<file path="config.mk">
export PLATFORM = sky130hd
export DESIGN_NAME = epb_slave_ctrl
export DESIGN_NICKNAME = d
export VERILOG_FILES = /design/src/rtl/epb_slave_pkg.sv /design/src/rtl/epb_sync_bit.sv /design/src/rtl/epb_slave_ctrl.sv
export SDC_FILE = /design/constraint.sdc
export NUM_CORES = 1
export LEC_CHECK = 0
export ABC_AREA = 1
export CAP_MARGIN = 40
export CORE_AREA = 2 2 94 96
export DETAILED_ROUTE_END_ITERATION = 10
export DIE_AREA = 0 0 96 98
export PLACE_DENSITY = 0.7
export SLEW_MARGIN = 20
export SYNTH_ARGS = -nofsm -noshare
export SYNTH_HDL_FRONTEND = slang
export SYNTH_SLANG_ARGS = --single-unit
</file>
<file path="constraint.sdc">
create_clock -name clk -period 1.4 [get_ports clk]
set_clock_uncertainty 0.1 [all_clocks]
set_input_delay 0.28 -clock clk [delete_from_list [all_inputs] [get_ports clk]]
set_output_delay 0.28 -clock clk [all_outputs]
set_load 0.02 [all_outputs]
</file>
<file path="src/rtl/epb_slave_pkg.sv">
// Shared types and constants for the EPB slave controller.
// Used by epb_slave_ctrl (optional bus timeout under EPB_BUS_TIMEOUT_EN).
package epb_slave_pkg;

    localparam int EPB_DATA_W = 16;
    localparam int EPB_ADDR_W = 23;
    localparam int EPB_GP_W   = 6;

    localparam logic [EPB_DATA_W-1:0] EPB_TIMEOUT_DATA = 16'hDEAD;

    typedef enum logic [1:0] {
        IDLE    = 2'd0,
        REQ     = 2'd1,
        RESP    = 2'd2,
        RELEASE = 2'd3
    } epb_state_e;

    // Internal bus address: general-purpose bits sit above the EPB address.
    function automatic logic [EPB_GP_W+EPB_ADDR_W-1:0] epb_addr_cat(
        input logic [EPB_GP_W-1:0]   gp,
        input logic [EPB_ADDR_W-1:0] addr
    );
        return {gp, addr};
    endfunction

endpackage

</file>
<file path="src/rtl/epb_sync_bit.sv">
// Multi-flop synchroniser for one asynchronous EPB strobe.
// Resets to 1 so that inactive (high) strobes look idle out of reset.
module epb_sync_bit #(
    parameter int SYNC_STAGES = 2
) (
    input  logic clk,
    input  logic rst_n,
    input  logic i_d,
    output logic o_q
);

    logic [SYNC_STAGES-1:0] r_chain;

    always_ff @(posedge clk or negedge rst_n) begin
        if (!rst_n) begin
            r_chain <= '1;
        end else begin
            r_chain <= {r_chain[SYNC_STAGES-2:0], i_d};
        end
    end

    assign o_q = r_chain[SYNC_STAGES-1];

endmodule

</file>
<file path="src/rtl/epb_slave_ctrl.sv">
// EPB slave controller: strobe sync, request/ack sequencing, pad ready/data control.
// Optional request timeout enabled by defining EPB_BUS_TIMEOUT_EN.
//
//   state   | meaning
//   --------+------------------------------------------------------------
//   IDLE    | waiting for a synchronised cs falling edge
//   REQ     | bus_req_o high, ready driven low, waiting for ack
//   RESP    | ready high; read data driven while oe is low
//   RELEASE | ready driven low for one cycle before tristating
module epb_slave_ctrl
    import epb_slave_pkg::*;
#(
    parameter int SYNC_STAGES = 2,
    parameter int TIMEOUT     = 1024,
    parameter int ADDR_W      = 29
) (
    input  logic                  clk,
    input  logic                  rst_n,
    input  logic                  epb_cs_n,
    input  logic                  epb_oe_n,
    input  logic                  epb_r_w_n,
    input  logic [1:0]            epb_be_n,
    input  logic [EPB_ADDR_W-1:0] epb_addr,
    input  logic [EPB_GP_W-1:0]   epb_addr_gp,
    input  logic [EPB_DATA_W-1:0] epb_data_in_i,
    output logic [EPB_DATA_W-1:0] epb_data_out_o,
    output logic                  epb_data_oe_n_o,
    output logic                  epb_rdy_o,
    output logic                  epb_rdy_oe_o,
    output logic                  bus_req_o,
    output logic                  bus_we_o,
    output logic [ADDR_W-1:0]     bus_addr_o,
    output logic [1:0]            bus_be_o,
    output logic [EPB_DATA_W-1:0] bus_wdata_o,
    input  logic [EPB_DATA_W-1:0] bus_rdata_i,
    input  logic                  bus_ack_i,
    output logic                  bus_err_o
);

    if (SYNC_STAGES < 2 || TIMEOUT < 2 || ADDR_W != EPB_GP_W + EPB_ADDR_W) begin : g_bad_param
        $error("epb_slave_ctrl: illegal parameter combination");
    end

    logic w_cs_s;
    logic w_oe_s;
    logic w_rw_s;

    epb_sync_bit #(.SYNC_STAGES(SYNC_STAGES)) u_sync_cs (
        .clk(clk), .rst_n(rst_n), .i_d(epb_cs_n), .o_q(w_cs_s)
    );
    epb_sync_bit #(.SYNC_STAGES(SYNC_STAGES)) u_sync_oe (
        .clk(clk), .rst_n(rst_n), .i_d(epb_oe_n), .o_q(w_oe_s)
    );
    epb_sync_bit #(.SYNC_STAGES(SYNC_STAGES)) u_sync_rw (
        .clk(clk), .rst_n(rst_n), .i_d(epb_r_w_n), .o_q(w_rw_s)
    );

    epb_state_e             r_state;
    logic [SYNC_STAGES-1:0] r_settle;
    logic                   r_cs_prev;
    logic                   r_abort;
    logic                   r_we;
    logic [ADDR_W-1:0]      r_addr;
    logic [1:0]             r_be;
    logic [EPB_DATA_W-1:0]  r_wdata;
    logic [EPB_DATA_W-1:0]  r_dout;

    logic w_settled;
    logic w_cs_fall;
    logic w_release;

    // The edge detector only arms once the chain holds real samples, so a cs
    // held low across reset is not mistaken for a new falling edge.
    assign w_settled = r_settle[SYNC_STAGES-1];
    assign w_cs_fall = r_cs_prev & ~w_cs_s;
    assign w_release = r_abort | w_cs_s;

`ifdef EPB_BUS_TIMEOUT_EN
    localparam int TO_W = $clog2(TIMEOUT);
    localparam logic [TO_W-1:0] TO_LAST = TO_W'(TIMEOUT - 1);

    logic [TO_W-1:0] r_tmo_cnt;
    logic            r_err;
`endif

    always_ff @(posedge clk or negedge rst_n) begin
        if (!rst_n) begin
            r_state   <= IDLE;
            r_settle  <= '0;
            r_cs_prev <= 1'b0;
            r_abort   <= 1'b0;
            r_we      <= 1'b0;
            r_addr    <= '0;
            r_be      <= '0;
            r_wdata   <= '0;
            r_dout    <= '0;
`ifdef EPB_BUS_TIMEOUT_EN
            r_tmo_cnt <= '0;
            r_err     <= 1'b0;
`endif
        end else begin
            r_settle  <= {r_settle[SYNC_STAGES-2:0], 1'b1};
            r_cs_prev <= w_settled & w_cs_s;
`ifdef EPB_BUS_TIMEOUT_EN
            r_err     <= 1'b0;
`endif
            case (r_state)
                IDLE: begin
                    if (w_cs_fall) begin
                        r_addr    <= epb_addr_cat(epb_addr_gp, epb_addr);
                        r_be      <= ~epb_be_n;
                        r_wdata   <= epb_data_in_i;
                        r_we      <= ~w_rw_s;
                        r_abort   <= 1'b0;
`ifdef EPB_BUS_TIMEOUT_EN
                        r_tmo_cnt <= '0;
`endif
                        r_state   <= REQ;
                    end
                end
                REQ: begin
                    if (w_cs_s) begin
                        r_abort <= 1'b1;
                    end
                    if (bus_ack_i) begin
                        if (!r_we) begin
                            r_dout <= bus_rdata_i;
                        end
                        r_state <= w_release ? RELEASE : RESP;
                    end
`ifdef EPB_BUS_TIMEOUT_EN
                    else if (r_tmo_cnt == TO_LAST) begin
                        r_err <= 1'b1;
                        if (!r_we) begin
                            r_dout <= EPB_TIMEOUT_DATA;
                        end
                        r_state <= w_release ? RELEASE : RESP;
                    end else begin
                        r_tmo_cnt <= r_tmo_cnt + 1'b1;
                    end
`endif
                end
                RESP: begin
                    if (w_cs_s) begin
                        r_state <= RELEASE;
                    end
                end
                RELEASE: begin
                    r_state <= IDLE;
                end
                default: begin
                    r_state <= IDLE;
                end
            endcase
        end
    end

    assign bus_req_o       = (r_state == REQ);
    assign bus_we_o        = r_we;
    assign bus_addr_o      = r_addr;
    assign bus_be_o        = r_be;
    assign bus_wdata_o     = r_wdata;
    assign epb_data_out_o  = r_dout;
    assign epb_rdy_o       = (r_state == RESP);
    assign epb_rdy_oe_o    = (r_state != IDLE);
    assign epb_data_oe_n_o = ~((r_state == RESP) & ~r_we & ~w_oe_s);

`ifdef EPB_BUS_TIMEOUT_EN
    assign bus_err_o = r_err;
`else
    assign bus_err_o = 1'b0;
`endif

endmodule

</file>
==> results <==
-- per-layer routing --
metal | vias to the layer above | part of all wire, %
met5 | - | 0
met4 | 0 | 1.3
met3 | 11 | 8.2
met2 | 96 | 48
met1 | 1143 | 42
li1 | 1251 | -
-- sequential cells by signal, indices dropped and copies added, names as in the netlist --
name and flops:
u_sync_oe.r_chain 2, bus_we_o 1, epb_data_out_o 16, r_cs_prev 1, u_sync_rw.r_chain 2, u_sync_cs.r_chain 2, bus_wdata_o 16, r_settle 2
bus_be_o 2, bus_addr_o 29, r_state 2, r_abort 1
-- synthesized netlist by cell type --
cell	number
buf_4	1
a31oi_1	1
a21oi_1	1
o21ai_1	47
buf_2	7
nand3_1	2
dfstp_2	6
clkbuf_1	1
dfrtp_1	70
inv_1	69
buf_6	5
ha_1	4
inv_2	1
nand3_4	1
o21ai_0	20
nand3b_4	1
nand2_1	74
conb_1	2
nor2_1	3
-- layout by cell type (no fill, tap or decap), drive strengths merged --
master	netlist	layout
nand2	74	74
ha	4	4
nand3	3	3
buf	13	47
a21oi	1	1
inv	70	70
dfstp	6	6
a31oi	1	1
clkbuf	1	26
conb	2	2
dfrtp	70	70
o21ai	67	67
nor2	3	3
clkdlybuf4s15	0	27
dlygate4sd3	0	1
clkdlybuf4s50	0	67
nand3b	1	1
bufinv	0	1
clkinvlp	0	2
-- worst max-delay path, stage by stage (launching register included) --
cell and delay (ns):
dfrtp_1 0.41, inv_2 0.11, ha_2 0.19, inv_2 0.04, buf_6 0.12
-- worst min-delay path by stage --
stage	cells past startpoint	end	from	slack (ns)
finish	1	u_sync_oe.r_chain[0]	epb_oe_n	0.25
CTS	1	u_sync_oe.r_chain[0]	epb_oe_n	0.24
global placement	1	r_state[0]	rst_n	0.13
global route	1	u_sync_oe.r_chain[0]	epb_oe_n	0.22
floorplan	0	bus_addr_o[0]	rst_n	-0.12
detailed placement	1	r_state[0]	rst_n	0.13
-- cells by family after synthesis --
logic type | count (synthesis) | share of synthesized area [%]
DFF | 76 | 63.3
other | 2 | 0.249
adders and majority gates | 4 | 1.66
AOI/OAI and AO/OA | 69 | 11.5
and+or+nand+nor | 81 | 11.2
buffers and inverters | 84 | 12.1
-- timing repair --
| item | CTS | global route |
|---|---|---|
| gates cloned | 3 | 0 |
| buffers inserted | 5 | 1 |
| resized for setup | 218 | 77 |
| pin swaps | 1 | 3 |
| hold endpoints to repair | 21 | 0 |
| hold buffers | 1 | 0 |
| setup endpoints to repair | 133 | 106 |
-- cell type report --
| class | count | area [um^2] |
|---|---|---|
| Inverter | 70 | 263 |
| Multi-Input combinational cell | 156 | 872 |
| Timing Repair Buffer | 155 | 1510 |
| Sequential cell | 76 | 1910 |
| Fill cell | 754 | 3560 |
| Clock inverter | 3 | 45.0 |
| Tap cell | 108 | 135 |
| Clock buffer | 13 | 169 |
-- through the flow --
step / util, % / TNS [ns] / instances / total power (W) / hold WS, ns
floorplan: - / 0 / 316 / 0.00613 / -0.116
global placement: 53.6 / -4.65 / 555 / 0.00863 / 0.130
detailed placement: 53.6 / -7.59 / 555 / 0.00875 / 0.129
CTS: 59.1 / -5.49 / 580 / 0.0105 / 0.237
global route: 57.9 / -9.72 / 581 / 0.0110 / 0.225
finish: 57.9 / -4.91 / 581 / 0.0103 / 0.254
-- power breakdown --
| group | internal [W] | total, W | switching, W |
|---|---|---|---|
| sequential | 0.00317 | 0.00373 | 0.000555 |
| combinational | 0.00215 | 0.00489 | 0.00274 |
| clock | 0.000971 | 0.00172 | 0.000747 |
| total | 0.00630 | 0.0103 | 0.00404 |
==> metrics.txt <==
routing usage on met3=4.71%; io pins=138; worst skew pair latency=0.33 ns; Final Wtd Congestion=0.780; Static Leak=2.52 nW; DP HPWL=4840 um; vias=2501; post-synthesis cell type count=19; DRC=0; Max Cap Viol=0; number of global-route vias before repair=2512; worst flop-to-flop path startpoint=r_state[1]; Worst Setup Start Kind=register; failing checks=negative setup slack; Final nets=541; Avg Inst Size Synth=9.54 um^2; nature of the critical path endpoint=primary output; clock root cell=clkbuf_8; Final period util=113%; fmax=632 MHz; Die H=98 um; Clock Sinks=76; clk slew on worst S/H paths=0.07 ns; Worst Setup SP=r_state[0]; Area contributors post-synth=dfrtp_1, nand2_1, inv_1, o21ai_1, dfstp_2; clock period minus worst slack=1.58 ns; Peak supply drop=1180 uV; R2R depth=7; # port buffers=136; Crit Path Class=register to primary output; First-pass DRT Iterations=4; Post-DRT Antenna Nets=0; met2 GRT Util=25.0%; Worst EP arrival=1.20 ns; Setup-failing EPs final=71; Fin. Hold Viols=0; H-Tree Level Count=3; Ant. Diodes=0; Site Rows=34; synthesis-to-layout area growth=62.6%; post-DR vias/cell=4.30; Setup crit end=epb_rdy_oe_o; Crit path required time=1.02 ns; Tightest Hold Check Type=primary input to register; max-slew violation count=0; Synth Instances=316; fin area=4900 um^2; Num CTS Buffers=9; DIE AREA=9410 um^2; PD cells=2110 nW/um^2; status=complete, but fails checks; Mapped Nets=389; DP Area=4540 um^2; area leader, netlist=dfrtp_1; Initial Util=35.6%; met1 usage in global routing=19.2%; cell area after synthesis=3020 um^2; total routed wirelength=7110 um; Core Footprint=8470 um^2; Synth top area share=58.1%; initial antenna violation count=0; synth warn=0; Max FO, Critical Path=3; DR WL/cell=12.2 um; gr busiest metal=met2; final setup margin=-0.183 ns; r2r setup slk=-0.14 ns; RSZ-0062 raised after global routing=true; Total Routing Usage GR=15.2%; sequential element share of the synthesized area=63.3%; Die X=96 um; Iteration-0 DRC Markers=70; CTS tree=yes; Synth Register Bits=76; first-pass GRT wire length=11300 um; pin count of the biggest net entering global routing=35; share of post-route cells with drive strength above 1=31.3%; global route overflow=0; Worst R2R End=bus_wdata_o[15]; Max Buffers Root-to-Sink=2; worst slack, placed=-0.287 ns
Note: power is estimated with default switching activity, not from simulation.
